**config.mk**
```make
export PLATFORM = sky130hd
export DESIGN_NAME = fifo_read_arbiter_flat
export DESIGN_NICKNAME = d
export VERILOG_FILES = /design/src/rtl/fifo_read_arbiter_pkg.sv /design/src/rtl/fifo_read_arbiter_if.sv /design/src/rtl/fifo_read_arbiter_rr_pick.sv /design/src/rtl/fifo_read_arbiter.sv /design/src/flat_wrapper.sv
export SDC_FILE = /design/constraint.sdc
export NUM_CORES = 1
export LEC_CHECK = 0
export BUFFER_PORTS_ARGS = -buffer_cell sky130_fd_sc_hd__buf_2
export CORE_MARGIN = 2
export CORE_UTILIZATION = 55
export CTS_CLUSTER_SIZE = 28
export DETAILED_ROUTE_END_ITERATION = 8
export PLACE_DENSITY = 0.78
export SLEW_MARGIN = 20
export SYNTH_ARGS = -nofsm -noshare
export SYNTH_HDL_FRONTEND = slang
export SYNTH_SLANG_ARGS = --single-unit
```
**constraint.sdc**
```tcl
create_clock -name clk -period 3.2 [get_ports clk]
set_input_delay 0.96 -clock clk [delete_from_list [all_inputs] [get_ports clk]]
set_output_delay 0.96 -clock clk [all_outputs]
set_load 0.005 [all_outputs]
```
**src/rtl/fifo_read_arbiter_pkg.sv**
```systemverilog
// Shared definitions for the FIFO read arbiter: FSM state encoding and
// default parameter values.
package fifo_read_arbiter_pkg;

  typedef enum logic [1:0] {
    IDLE    = 2'b00,
    GRANT   = 2'b01,
    RELEASE = 2'b10
  } arb_state_t;

  localparam int DEF_NUM_REQ   = 4;
  localparam int DEF_ID_SZ     = 2;
  localparam int DEF_BURST_LEN = 4;
  localparam int DEF_CNT_SZ    = 4;

endpackage

```
**src/rtl/fifo_read_arbiter_if.sv**
```systemverilog
// Read-side bundle between the arbiter and the FIFOs / shared output port.
// The arbiter uses the master view; the FIFO side uses the slave view.
interface fifo_read_arbiter_if
  import fifo_read_arbiter_pkg::*;
#(
  parameter int NUM_REQ = DEF_NUM_REQ,
  parameter int ID_SZ   = DEF_ID_SZ
);

  logic [NUM_REQ-1:0] rempty;
  logic               out_ready;
  logic [NUM_REQ-1:0] rinc;
  logic [NUM_REQ-1:0] grant;
  logic [ID_SZ-1:0]   grant_id;
  logic               out_valid;

  modport master (
    input  rempty, out_ready,
    output rinc, grant, grant_id, out_valid
  );

  modport slave (
    output rempty, out_ready,
    input  rinc, grant, grant_id, out_valid
  );

endinterface

```
**src/rtl/fifo_read_arbiter_rr_pick.sv**
```systemverilog
// Rotating first-non-empty search: starting at rr_ptr and wrapping, returns
// the first FIFO whose empty flag is low as one-hot and binary index.
module rr_pick #(
  parameter int NUM_REQ = 4,
  parameter int ID_SZ   = 2
) (
  input  logic [NUM_REQ-1:0] rempty,
  input  logic [ID_SZ-1:0]   rr_ptr,
  output logic [NUM_REQ-1:0] pick_oh,
  output logic [ID_SZ-1:0]   pick_id,
  output logic               found
);

  int               sum;
  logic [ID_SZ-1:0] idx;

  always_comb begin
    pick_oh = '0;
    pick_id = '0;
    found   = 1'b0;
    sum     = 0;
    idx     = '0;
    for (int k = 0; k < NUM_REQ; k++) begin
      sum = int'(rr_ptr) + k;
      if (sum >= NUM_REQ) sum = sum - NUM_REQ;
      idx = ID_SZ'(sum);
      if (!found && !rempty[idx]) begin
        found        = 1'b1;
        pick_id      = idx;
        pick_oh[idx] = 1'b1;
      end
    end
  end

endmodule

```
**src/rtl/fifo_read_arbiter.sv**
```systemverilog
// Round-robin arbiter granting one FIFO read side at a time onto a shared output.
// Define FIFO_ARB_BURST_EN for multi-read bursts; otherwise each grant reads once.
module fifo_read_arbiter
  import fifo_read_arbiter_pkg::*;
#(
  parameter int NUM_REQ   = DEF_NUM_REQ,
  parameter int ID_SZ     = DEF_ID_SZ,
  parameter int BURST_LEN = DEF_BURST_LEN,
  parameter int CNT_SZ    = DEF_CNT_SZ
) (
  input logic                clk,
  input logic                rst,
  fifo_read_arbiter_if.master bus
);

  if (NUM_REQ < 2 || NUM_REQ > 8 || ID_SZ != $clog2(NUM_REQ) ||
      BURST_LEN < 1 || BURST_LEN > 15 || CNT_SZ < $clog2(BURST_LEN + 1)) begin : g_param_check
    $error("fifo_read_arbiter: parameter out of range");
  end

  arb_state_t         state;
  logic [NUM_REQ-1:0] grant_q;
  logic [ID_SZ-1:0]   grant_id_q;
  logic [ID_SZ-1:0]   rr_ptr;
  logic [ID_SZ-1:0]   next_ptr;
  logic [NUM_REQ-1:0] pick_oh;
  logic [ID_SZ-1:0]   pick_id;
  logic               found;
  logic               owner_empty;
  logic               read_ok;
  logic               last_read;
  logic [NUM_REQ-1:0] rinc;
  logic               out_valid;

  rr_pick #(
    .NUM_REQ (NUM_REQ),
    .ID_SZ   (ID_SZ)
  ) u_rr_pick (
    .rempty  (bus.rempty),
    .rr_ptr  (rr_ptr),
    .pick_oh (pick_oh),
    .pick_id (pick_id),
    .found   (found)
  );

  // Reads follow out_ready in the same cycle; grant is one-hot so rinc is too.
  assign owner_empty = bus.rempty[grant_id_q];
  assign read_ok     = (state == GRANT) && bus.out_ready && !owner_empty;
  assign rinc        = read_ok ? grant_q : '0;
  assign out_valid   = |rinc;
  assign next_ptr    = (grant_id_q == ID_SZ'(NUM_REQ - 1)) ? '0 : grant_id_q + ID_SZ'(1);

  assign bus.rinc      = rinc;
  assign bus.out_valid = out_valid;
  assign bus.grant     = grant_q;
  assign bus.grant_id  = grant_id_q;

`ifdef FIFO_ARB_BURST_EN
  logic [CNT_SZ-1:0] burst_cnt;

  always_ff @(posedge clk or negedge rst) begin
    if (!rst) begin
      burst_cnt <= '0;
    end else if (state != GRANT) begin
      burst_cnt <= '0;
    end else if (out_valid) begin
      burst_cnt <= burst_cnt + CNT_SZ'(1);
    end
  end

  assign last_read = out_valid && (burst_cnt == CNT_SZ'(BURST_LEN - 1));
`else
  assign last_read = out_valid;
`endif

  // Grant and grant_id clear when leaving GRANT so RELEASE shows no owner.
  always_ff @(posedge clk or negedge rst) begin
    if (!rst) begin
      state      <= IDLE;
      grant_q    <= '0;
      grant_id_q <= '0;
      rr_ptr     <= '0;
    end else begin
      case (state)
        IDLE: begin
          if (found) begin
            state      <= GRANT;
            grant_q    <= pick_oh;
            grant_id_q <= pick_id;
          end
        end
        GRANT: begin
          if (last_read || owner_empty) begin
            state      <= RELEASE;
            grant_q    <= '0;
            grant_id_q <= '0;
            rr_ptr     <= next_ptr;
          end
        end
        RELEASE: state <= IDLE;
        default: state <= IDLE;
      endcase
    end
  end

endmodule

```
**src/flat_wrapper.sv**
```systemverilog
// flat-port wrapper written by rule: the top's interface ports become plain ports
module fifo_read_arbiter_flat import fifo_read_arbiter_pkg::*;
#(
  parameter int NUM_REQ   = DEF_NUM_REQ,
  parameter int ID_SZ     = DEF_ID_SZ,
  parameter int BURST_LEN = DEF_BURST_LEN,
  parameter int CNT_SZ    = DEF_CNT_SZ
)
  (clk, rst, bus_rempty, bus_out_ready, bus_rinc, bus_grant, bus_grant_id, bus_out_valid);
  fifo_read_arbiter_if #(.NUM_REQ(NUM_REQ), .ID_SZ(ID_SZ)) bus_i ();
  input logic clk;
  input logic rst;
  input wire logic [$bits(bus_i.rempty)-1:0] bus_rempty;
  input wire logic [$bits(bus_i.out_ready)-1:0] bus_out_ready;
  output wire logic [$bits(bus_i.rinc)-1:0] bus_rinc;
  output wire logic [$bits(bus_i.grant)-1:0] bus_grant;
  output wire logic [$bits(bus_i.grant_id)-1:0] bus_grant_id;
  output wire logic [$bits(bus_i.out_valid)-1:0] bus_out_valid;
  assign bus_i.rempty = bus_rempty;
  assign bus_i.out_ready = bus_out_ready;
  assign bus_rinc = bus_i.rinc;
  assign bus_grant = bus_i.grant;
  assign bus_grant_id = bus_i.grant_id;
  assign bus_out_valid = bus_i.out_valid;
  fifo_read_arbiter #(.NUM_REQ(NUM_REQ), .ID_SZ(ID_SZ), .BURST_LEN(BURST_LEN), .CNT_SZ(CNT_SZ)) u_core (.clk(clk), .rst(rst), .bus(bus_i));
endmodule
```
# --- Yosys cells after proc, flatten, opt, wreduce, memory -nomap -nowiden ---
# Index checks and enable logic that the tools add are counted.
totals:
  out_inout_bits: 11
  ramBits: 0
  latch_bits: 0
  n_memories: 0
  input_bits: 7
  wordCells: 99
  reg_bits: 10
  romBits: 0
op_classes:
  n_shift: 0
  mul: 0
  muxes: 45
  div: 0
  n_reduce_logical: 22
  eq_ne: 4
  addsub: 8
  magnitude_cmp: 13
  bitwise_logic: 3
op_table:
  columns: ["operator", "count"]
  rows:
  - ["4-bit two-way mux", 7]
  - ["2-bit two-way mux", 13]
  - ["2-bit by 3-bit < comparator with 1-bit output (second input constant)", 5]
  - ["1-bit two-way mux", 13]
  - ["4-bit bitwise OR", 3]
  - ["1-bit binary-select mux with 2-bit select", 5]
  - ["3-bit >= comparator (second input constant)", 3]
  - ["1-bit logical AND", 9]
  - ["1-bit demux with 2-bit select", 4]
  - ["2-bit by 1-bit >= comparator with 1-bit output (second input constant)", 4]
  - ["2-bit case mux with 2 select lines", 2]
  - ["4-bit case mux with 2 select lines", 1]
  - ["2-bit by 1-bit subtractor with 2-bit output (second input constant)", 4]
  - ["2-bit by 2-bit adder with 3-bit output (second input constant)", 2]
  - ["1-bit logical NOT", 6]
  - ["2-bit AND reduction", 2]
  - ["4-bit OR reduction", 1]
  - ["2-bit by 1-bit adder with 3-bit output (second input constant)", 1]
  - ["2-bit by 3-bit >= comparator with 1-bit output (second input constant)", 1]
  - ["3-bit AND reduction", 1]
  - ["2-bit by 1-bit adder with 2-bit output (second input constant)", 1]
  - ["2-bit by 1-bit equality test with 1-bit output (second input constant)", 1]
  - ["2-bit equality test (second input constant)", 1]
  - ["2-bit logical NOT", 1]
  - ["4 further kinds", 4]

# --- Depth between registers and ports, before layout ---
# Gate-level depths: netlist (run 1).
logic_depth:
  ltp_word: 16
  mapped_depth: 10

# --- Modules after synthesis ---
# From an unflattened synthesis (run 1), not the netlist that was laid out.
unflattened:
  cells_unflattened: 117
  area_unflattened_um2: 1049.8
by_module_without_submodules:
  columns: ["mod", "instances", "area_per_inst_um2", "cells_each", "seq_area_each_um2"]
  rows:
  - ["rr_pick", 1, 546.8, 69, 0.0]
  - ["fifo_read_arbiter", 1, 503.0, 48, 250.2]

# --- Least setup slack after synthesis (run 1) ---
# No wires, ideal clock.
synth_timing:
  kind: "input port to output port"
  start: "in bus_rempty[0]"
  end: "out bus_out_valid"
  required_ps: 2240
  path_slack_ps: 306
  n_path_buf: 1
  path_stages: 5
  t_arrival_ps: 1934
  path_cell_list: "buf_6 -> mux4_2 -> nor2b_1 -> nand2_1 -> nor2_1"
synth_between:
  elab_chain_len: 6
synth_rtl:
  columns: ["item", "line_no", "source"]
  rows:
  - ["start: declaration", "flat_wrapper.sv:13", "input wire logic [$bits(bus_i.rempty)-1:0] bus_rempty;"]
  - ["1-bit binary-select mux with 2-bit select", "fifo_read_arbiter.sv:47", "assign owner_empty = bus.rempty[grant_id_q];"]
  - ["1-bit two-way mux (implied by the code)", "fifo_read_arbiter.sv:47", null]
  - ["1-bit logical NOT", "fifo_read_arbiter.sv:48", "assign read_ok = (state == GRANT) && bus.out_ready && !owner_empty;"]
  - ["1-bit logical AND", "fifo_read_arbiter.sv:48", null]
  - ["4-bit two-way mux", "fifo_read_arbiter.sv:49", "assign rinc = read_ok ? grant_q : '0;"]
  - ["4-bit OR reduction", "fifo_read_arbiter.sv:50", "assign out_valid = |rinc;"]
  - ["end: declaration", "flat_wrapper.sv:18", "output wire logic [$bits(bus_i.out_valid)-1:0] bus_out_valid;"]
# No other way between the ends. The select of a mux whose other input is x is not followed.

# --- Final worst setup path (run 1) ---
layout_timing:
  start: "in bus_rempty[3]"
  end: "out bus_out_valid"
# The elaborated chain is that of the path after synthesis.

==> results of run 1 <==
==> per-stage QoR <==
| step | power [mW] | instances | hold WS (ns) | util |
|---|---|---|---|---|
| 2_1_floorplan | 1.053 | 125 | 0.5712 | - |
| 3_3_place_gp | 1.181 | 165 | 0.5929 | 0.6191 |
| 3_5_place_dp | 1.215 | 165 | 0.6057 | 0.6191 |
| 4_1_cts | 1.328 | 169 | 0.5448 | 0.6380 |
| 5_1_grt | 1.473 | 169 | 0.5460 | 0.6393 |
| 6_report | 1.333 | 169 | 0.5406 | 0.6393 |
==> metal layers <==
metal	track usage	routed length, um
met3	0.03067	69
met4	0.08571	26
met2	0.3402	1122
met1	0.2953	1114
met5	0	0
==> critical path: stages <==
cell and delay, ns:
buf_2 0.14, mux4_2 0.53, nor2b_2 0.19, nand2_1 0.07, nor2_1 0.10, buf_2 0.12
==> cells by family after synthesis <==
| logic type | synth area share |
|---|---|
| AO/OA/AOI/OAI | 0.2407 |
| XOR/XNOR | 0.007911 |
| adder cells (fa/ha/maj) | 0.1017 |
| buffers and inverters | 0.07344 |
| flip-flops | 0.2260 |
| multiplexers | 0.1548 |
| AND/OR/NAND/NOR | 0.1955 |
==> power groups by stage <==
stage	Combinational (mW)	Clock (mW)	Sequential, mW
6_report	0.960	0.110	0.263
5_1_grt	1.08	0.120	0.273
4_1_cts	0.951	0.112	0.264
3_5_place_dp	0.949	0	0.265
3_3_place_gp	0.923	0	0.258
2_1_floorplan	0.788	0	0.265
==> flip-flops by register name, indices dropped and copies added (netlist names) <==
signal,cells
u_core.bus.grant,4
u_core.bus.grant_id,2
u_core.rr_ptr,2
u_core.state,2
==> path summary, 6_finish.rpt <==
kind,slack (ns),start,endpoint
min in group clk,0.62,u_core.bus.grant[2],u_core.bus.grant[2]
hold / removal,0.54,rst,u_core.bus.grant_id[0]
setup / recovery,0.13,bus_rempty[3],bus_out_valid
hold reg to reg,0.62,u_core.bus.grant[2],u_core.bus.grant[2]
setup reg to reg,0.55,u_core.rr_ptr[1],u_core.bus.grant_id[1]
max in group asynchronous,2.48,rst,u_core.bus.grant[1]
==> layout make-up <==
class                   instances  area (um2)
inverters                       6       22.52
repair buffers                 20       107.6
flip-flops and latches         10       250.2
well taps                      27       33.78
fillers                       179       693.2
clock buffers                   4       36.28
multi-input cells             102       778.2
==> placed cells by master (no fill, tap or decap), types with 2 or more instances in the layout <==
cell      netlist  layout
clkbuf_4        0       3
buf_4           0       3
o22ai_1         5       5
nand2b_1        8       8
nor2_1          3       3
mux4_2          4       4
a31oi_1         5       5
and3_1          4       4
and2_4          2       2
o21ai_0         6       6
o21ai_1         8       8
inv_1           5       5
buf_2           2      17
a21oi_1         5       5
mux2_2          2       2
a221o_1         4       4
nor2b_1         4       3
ha_1            9       9
nand2_1        18      18
mux2_1          2       2
dfrtp_1        10      10
==> repair_timing <==
action,4_1_cts,5_1_grt
resized for setup,0,1
setup endpoints to repair,0,5
hold endpoints to repair,0,0
==> qor.txt, run 1 <==
POWER
--------------------------------------------------------------------------------------------------------
Flop pwr share ............................................................................        0.197
Sw power ..................................................................................    0.6284 mW
Internal ..................................................................................    0.7042 mW
Portion of total power attributed to the clock network ....................................        0.083
Highest ir drop seen on vdd ...............................................................    0.6930 mV
Proportion of power drawn by combinational gates ..........................................        0.720
Sw Ratio ..................................................................................       0.4716
Static Leak ...............................................................................    0.5499 nW
Pwr per Cell Area .........................................................................  1085 mW/mm2

PLACEMENT
--------------------------------------------------------------------------------------------------------
Cell area after placement ................................................................. 0.001190 mm2
Final weighted congestion in routability-driven placement .................................       0.8042
Setup Slack @ Placement ...................................................................   0.06911 ns
Post-detail-place hpwl ....................................................................      1791 um
# port buffers ............................................................................           17

CRITICAL PATH
--------------------------------------------------------------------------------------------------------
Arrival @ worst endpoint ..................................................................      2.11 ns
Startpoint kind of the worst setup timing path ............................................   input port
Worst Path Required .......................................................................      2.24 ns
Setup crit end kind ....................................................................... primary output
Critical Setup Path Class ................................................................. input port to primary output
Highest net fanout along the worst path ...................................................            9
Depth of the worst register-to-register path ..............................................            7

STA
--------------------------------------------------------------------------------------------------------
Final critical path time including I/O delays and setup ...................................     3.072 ns
Setup repair after global routing missed its margin .......................................        false
Final Hold Violating Endpoints ............................................................            0
Final setup violation count ...............................................................            0
Max frequency .............................................................................    325.5 MHz
Max-slew headroom at the worst pin ........................................................       0.6795
Final clock skew ..........................................................................  0.001351 ns
Fin worst setup slack .....................................................................    0.1281 ns
Fin crit share ............................................................................       0.9600
Final max-slew violation count ............................................................            0
Sum of negative setup slack ...............................................................         0 ns
Measured slew at the worst slew-check pin .................................................    0.4792 ns

FLOORPLAN
--------------------------------------------------------------------------------------------------------
Die H .....................................................................................     48.87 um
Starting density of the core ..............................................................       0.5762
Die Outline Area .......................................................................... 0.002388 mm2
Ports placed on the boundary ..............................................................           18
Die width .................................................................................     48.87 um
Core outline area ......................................................................... 0.001922 mm2
Core Rows .................................................................................           16

YOSYS
--------------------------------------------------------------------------------------------------------
Post-synth top flop .......................................................................      dfrtp_1
Synthesized flop and latch total ..........................................................           10
Share of the synthesized area in the top cell type ........................................       0.2260
Most frequently used cell type in the post-synthesis netlist ..............................      nand2_1
Number of instances in the synthesized netlist ............................................          125
Library cells used by synthesis ...........................................................           35
Leading post-synthesis cells by instance count ............................................ nand2_1, dfrtp_1, ha_1
Count of yosys warnings during synthesis ..................................................            0
Sequential cell area fraction in the yosys report .........................................       0.2260
Synth area leader .........................................................................      dfrtp_1
Post-synth EDFFs ..........................................................................            0
Mean cell area of the mapped netlist ......................................................    8.858 um2
Netlist area before placement ............................................................. 0.001107 mm2
Leading post-synthesis cells by cell area ................................................. dfrtp_1, ha_1, mux4_2, nand2_1, nand2b_1
Async set-or-reset flop fraction in the synthesized netlist ...............................        1.000
Net count of the mapped netlist ...........................................................          141

GRT
--------------------------------------------------------------------------------------------------------
Number of global-route vias before repair .................................................          858
First-pass GRT wire length ................................................................      4029 um
Remaining global-route overflow ...........................................................            0
Antenna violations before repair ..........................................................            0
Global-route total usage across every layer ...............................................       0.2146
Maximum number of pins on one net before global-route repair ..............................           25

CLOCK TREE
--------------------------------------------------------------------------------------------------------
CTS Buf Count .............................................................................            3
Clock network latency to the later pin of the worst-skew pair .............................      0.26 ns
Maximum clock insertion buffer count ......................................................            2
Hold bufs inserted after CTS ..............................................................            0
Post-CTS setup buffer count ...............................................................            0
Sink count of the clock tree ..............................................................           10
H-Tree Depth ..............................................................................            1
CTS tree ..................................................................................          yes
Cell at the root of the clock tree ........................................................     clkbuf_4
Post-CTS clock slew at the launch and capture registers of the worst setup and hold paths .      0.06 ns

ROUTING
--------------------------------------------------------------------------------------------------------
DRC violation total after the first TritonRoute iteration .................................           22
Via count .................................................................................          991
Average routed wire per standard cell .....................................................     13.80 um
Antenna Violating Nets Remaining ..........................................................            0
Number of vias per cell ...................................................................        5.864
Final wirelength ..........................................................................      2333 um
DRC Markers ...............................................................................            0
Length of the first detailed-routing pass in iterations ...................................            4

LAYOUT
--------------------------------------------------------------------------------------------------------
Growth of design area from synthesis to finish ............................................       10.96%
Post-route design area .................................................................... 0.001229 mm2
Share of layout cells above drive strength 1 ..............................................       0.2465
Number of antenna repair diodes ...........................................................            0
Post-layout net count .....................................................................          159

STATUS
--------------------------------------------------------------------------------------------------------
Status .................................................................................... finished, final reports clean

JOB
--------------------------------------------------------------------------------------------------------
# Max-Cap Violations ......................................................................            0

MIN PATH
--------------------------------------------------------------------------------------------------------
Path class of the lowest-slack min-delay path ............................................. input port to asynchronous set/reset pin

Power figures use the tool's default switching activity.
==> run 2: changes to the inputs <==
--- a/config.mk
+++ b/config.mk
@@ -5,12 +5,13 @@
 export SDC_FILE = /design/constraint.sdc
 export NUM_CORES = 1
 export LEC_CHECK = 0
-export BUFFER_PORTS_ARGS = -buffer_cell sky130_fd_sc_hd__buf_2
+export ABC_AREA = 1
 export CORE_MARGIN = 2
 export CORE_UTILIZATION = 55
-export CTS_CLUSTER_SIZE = 28
+export CTS_CLUSTER_SIZE = 24
 export DETAILED_ROUTE_END_ITERATION = 8
-export PLACE_DENSITY = 0.78
+export DONT_BUFFER_PORTS = 1
+export PLACE_DENSITY = 0.7
 export SLEW_MARGIN = 20
 export SYNTH_ARGS = -nofsm -noshare
 export SYNTH_HDL_FRONTEND = slang
==> run 2 against run 1 <==
Routed wire length shrank 3.2%. Area after synthesis shrank 9.8%. Worst setup slack gained 0.59 ns. Sequential cell count is the same. Clock-buffer cell count is the same. Sequential share of layout area grew 3.4 points. Critical path type unchanged. Largest cell class unchanged. Highest routed layer unchanged.
==> qor.txt, run 2 <==
YOSYS
--------------------------------------------------------------------------------------------------------
Net count of the mapped netlist ...........................................................          165   was 141
Number of instances in the synthesized netlist ............................................          149   was 125
Synthesized flop and latch total ..........................................................           10   unchanged
Most frequently used cell type in the post-synthesis netlist ..............................      nand2_1   unchanged
Leading post-synthesis cells by instance count ............................................ nand2_1, nand3_1, inv_1   was nand2_1, dfrtp_1, ha_1
Library cells used by synthesis ...........................................................           21   was 35
Netlist area before placement .............................................................    998.5 um2   was 0.001107 mm2
Leading post-synthesis cells by cell area ................................................. dfrtp_1, nand2_1, nand3_1, ha_1, inv_1   was dfrtp_1, ha_1, mux4_2, nand2_1, nand2b_1
Mean cell area of the mapped netlist ......................................................    6.701 um2   was 8.858 um2
Share of the synthesized area in the top cell type ........................................       0.2506   was 0.2260
Synth area leader .........................................................................      dfrtp_1   unchanged
Post-synth EDFFs ..........................................................................            0   unchanged
Sequential cell area fraction in the yosys report .........................................       0.2506   was 0.2260
Count of yosys warnings during synthesis ..................................................            0   unchanged
Post-synth top flop .......................................................................      dfrtp_1   unchanged
Async set-or-reset flop fraction in the synthesized netlist ...............................        1.000   unchanged

ROUTING
--------------------------------------------------------------------------------------------------------
DRC Markers ...............................................................................            0   unchanged
Via count .................................................................................          945   was 991
Average routed wire per standard cell .....................................................     12.76 um   was 13.80 um
Final wirelength ..........................................................................      2259 um   was 2333 um
Antenna Violating Nets Remaining ..........................................................            0   unchanged
Length of the first detailed-routing pass in iterations ...................................            4   unchanged
Number of vias per cell ...................................................................        5.339   was 5.864
DRC violation total after the first TritonRoute iteration .................................           20   was 22

POWER
--------------------------------------------------------------------------------------------------------
Power after layout ........................................................................     1.201 mW   was 1.333 mW
Static Leak ...............................................................................    0.5874 nW   was 0.5499 nW
Pwr per Cell Area .........................................................................  1139 mW/mm2   was 1085 mW/mm2
Highest ir drop seen on vdd ...............................................................    0.5333 mV   was 0.6930 mV

STA
--------------------------------------------------------------------------------------------------------
Max frequency .............................................................................    402.7 MHz   was 325.5 MHz
Setup repair after global routing missed its margin .......................................        false   unchanged
Final setup violation count ...............................................................            0   unchanged
Final clock skew ..........................................................................  0.004416 ns   was 0.001351 ns
Measured slew at the worst slew-check pin .................................................    0.4301 ns   was 0.4792 ns
Max-slew headroom at the worst pin ........................................................       0.7133   was 0.6795
Sum of negative setup slack ...............................................................         0 ns   unchanged
Final Hold Violating Endpoints ............................................................            0   unchanged
Final critical path time including I/O delays and setup ...................................     2.483 ns   was 3.072 ns
Fin crit share ............................................................................       0.7760   was 0.9600
Final max-slew violation count ............................................................            0   unchanged

PLACEMENT
--------------------------------------------------------------------------------------------------------
Post-detail-place hpwl ....................................................................      1686 um   was 1791 um
Final weighted congestion in routability-driven placement .................................       0.8656   was 0.8042
# port buffers ............................................................................            0   was 17

CRITICAL PATH
--------------------------------------------------------------------------------------------------------
Critical register-to-register path endpoint ............................................... u_core.bus.grant[1]   was u_core.bus.grant_id[1]
Setup crit end kind ....................................................................... primary output   unchanged
Arrival @ worst endpoint ..................................................................      1.52 ns   was 2.11 ns
Crit path from ............................................................................ bus_rempty[1]   was bus_rempty[3]
Critical Setup Path Class ................................................................. input port to primary output   unchanged
Startpoint kind of the worst setup timing path ............................................   input port   unchanged
Launching point of the worst reg2reg path ................................................. u_core.rr_ptr[1]   unchanged
Highest net fanout along the worst path ...................................................            4   was 9
Worst reg-to-reg setup slack ..............................................................      0.86 ns   was 0.55 ns
Endpoint of the most critical setup path ..................................................  bus_rinc[3]   was bus_out_valid
Worst Path Required .......................................................................      2.24 ns   about the same
Depth of the worst register-to-register path ..............................................           11   was 7

CLOCK TREE
--------------------------------------------------------------------------------------------------------
Clock network latency to the later pin of the worst-skew pair .............................      0.28 ns   was 0.26 ns
Cell at the root of the clock tree ........................................................     clkbuf_4   unchanged
H-Tree Depth ..............................................................................            1   unchanged
CTS tree ..................................................................................          yes   unchanged
Hold bufs inserted after CTS ..............................................................            0   unchanged
Sink count of the clock tree ..............................................................           10   unchanged
Post-CTS sizing ...........................................................................            0   unchanged
Maximum clock insertion buffer count ......................................................            2   unchanged
Post-CTS clock slew at the launch and capture registers of the worst setup and hold paths .      0.07 ns   was 0.06 ns
Post-CTS setup buffer count ...............................................................            0   unchanged
CTS Buf Count .............................................................................            3   unchanged

GRT
--------------------------------------------------------------------------------------------------------
Global-route total usage across every layer ...............................................       0.2484   was 0.2146
Remaining global-route overflow ...........................................................            0   unchanged
Antenna violations before repair ..........................................................            0   unchanged
First-pass GRT wire length ................................................................      3815 um   was 4029 um
Number of global-route vias before repair .................................................          894   was 858
Maximum number of pins on one net before global-route repair ..............................           14   was 25

LAYOUT
--------------------------------------------------------------------------------------------------------
Share of layout cells above drive strength 1 ..............................................       0.1447   was 0.2465
Number of antenna repair diodes ...........................................................            0   unchanged
Growth of design area from synthesis to finish ............................................       5.639%   was 10.96%
Most common cell after layout, fill and taps aside ........................................      nand2_1   unchanged
Number of flip-flops in the largest register ..............................................            4   unchanged
Most used cells in the layout excluding fill and tap cells ................................ nand2_1, nand3_1, inv_1   was nand2_1, buf_2, dfrtp_1
Post-layout net count .....................................................................          169   was 159
Number of filler cells placed in the layout ...............................................          163   was 179

FLOORPLAN
--------------------------------------------------------------------------------------------------------
Die H .....................................................................................     46.61 um   was 48.87 um
Ports placed on the boundary ..............................................................           18   unchanged
Die width .................................................................................     46.61 um   was 48.87 um
Starting density of the core ..............................................................       0.5846   was 0.5762
Core outline area ......................................................................... 0.001708 mm2   was 0.001922 mm2
Die Outline Area .......................................................................... 0.002172 mm2   was 0.002388 mm2
Core Rows .................................................................................           15   was 16

STATUS
--------------------------------------------------------------------------------------------------------
Status .................................................................................... finished, final reports clean   unchanged

MIN PATH
--------------------------------------------------------------------------------------------------------
Path class of the lowest-slack min-delay path ............................................. input port to asynchronous set/reset pin   unchanged

JOB
--------------------------------------------------------------------------------------------------------
# Max-Cap Violations ......................................................................            0   unchanged

run 2: cell count changes after synthesis, sizes merged, moves of 5 or more:
cell / before / now
nand2: 18 / 56
nand3: 0 / 31
inv: 6 / 21
o21ai: 14 / 2
nand2b: 8 / 0
nor2: 3 / 9
a21oi: 5 / 0
a31oi: 5 / 0
buf: 6 / 1
mux4: 5 / 0
o22ai: 5 / 0
run 2: worst min path at each step:
stage	start	to	slack [ns]	depth (start not counted)
after floorplan	u_core.bus.grant[1]	u_core.bus.grant[1]	0.53	2
after global placement	u_core.bus.grant[2]	u_core.bus.grant[2]	0.57	2
after detailed placement	u_core.bus.grant[2]	u_core.bus.grant[2]	0.57	2
after CTS	rst	u_core.bus.grant_id[0]	0.36	0
after global routing	rst	u_core.bus.grant_id[0]	0.35	0
final	rst	u_core.bus.grant_id[0]	0.36	0
run 2: per-stage QoR:
step / utilization / cells / setup slack [ns] / hold WS [ns] / area, um2
after global routing: 0.6176 / 177 / 0.6558 / 0.3471 / 1055
final: 0.6176 / 177 / 0.7167 / 0.3645 / 1055
after CTS: 0.6176 / 177 / 0.7285 / 0.3622 / 1055
after floorplan: - / 149 / 0.8585 / 0.5323 / 998.5
after detailed placement: 0.5963 / 173 / 0.7306 / 0.5687 / 1018
after global placement: 0.5963 / 173 / 0.7655 / 0.5682 / 1018
run 2: power breakdown:
part	switching, mW	internal (mW)
registers	0.0844	0.179
clock network	0.0502	0.0694
logic	0.550	0.268
run 2: worst max-delay path, stage by stage:
cell and delay (ns):
nand2_1 0.04, nand3_1 0.08, nand2_1 0.15, nand2_1 0.13, nor2_1 0.17
run 2: cell type report:
class	count	area, um2	area share
multi-input cells	117	658.1	0.6240
flip-flops and latches	10	250.2	0.2372
inverters	21	78.83	0.07473
clock buffers	4	36.28	0.03440
well taps	25	31.28	0.02966
run 2: logic make-up (layout without fill, tap and decap cells):
family / after synthesis / in the layout / synth area share
flops: 10 / 10 / 0.2506
buf+inv: 22 / 25 / 0.09022
fa+ha+maj: 9 / 9 / 0.1128
simple gates: 103 / 103 / 0.5138
compound gates: 5 / 5 / 0.03257
run 2: per-layer routing:
metal | share of wire | global-route usage | wire length [um] | up-vias
met3 | 0.056 | 0.07059 | 127 | 7
met2 | 0.46 | 0.3806 | 1048 | 24
li1 | - | - | - | 482
met1 | 0.46 | 0.3279 | 1040 | 432
met4 | 0.019 | 0.09143 | 43 | 0
met5 | 0 | 0 | 0 | -
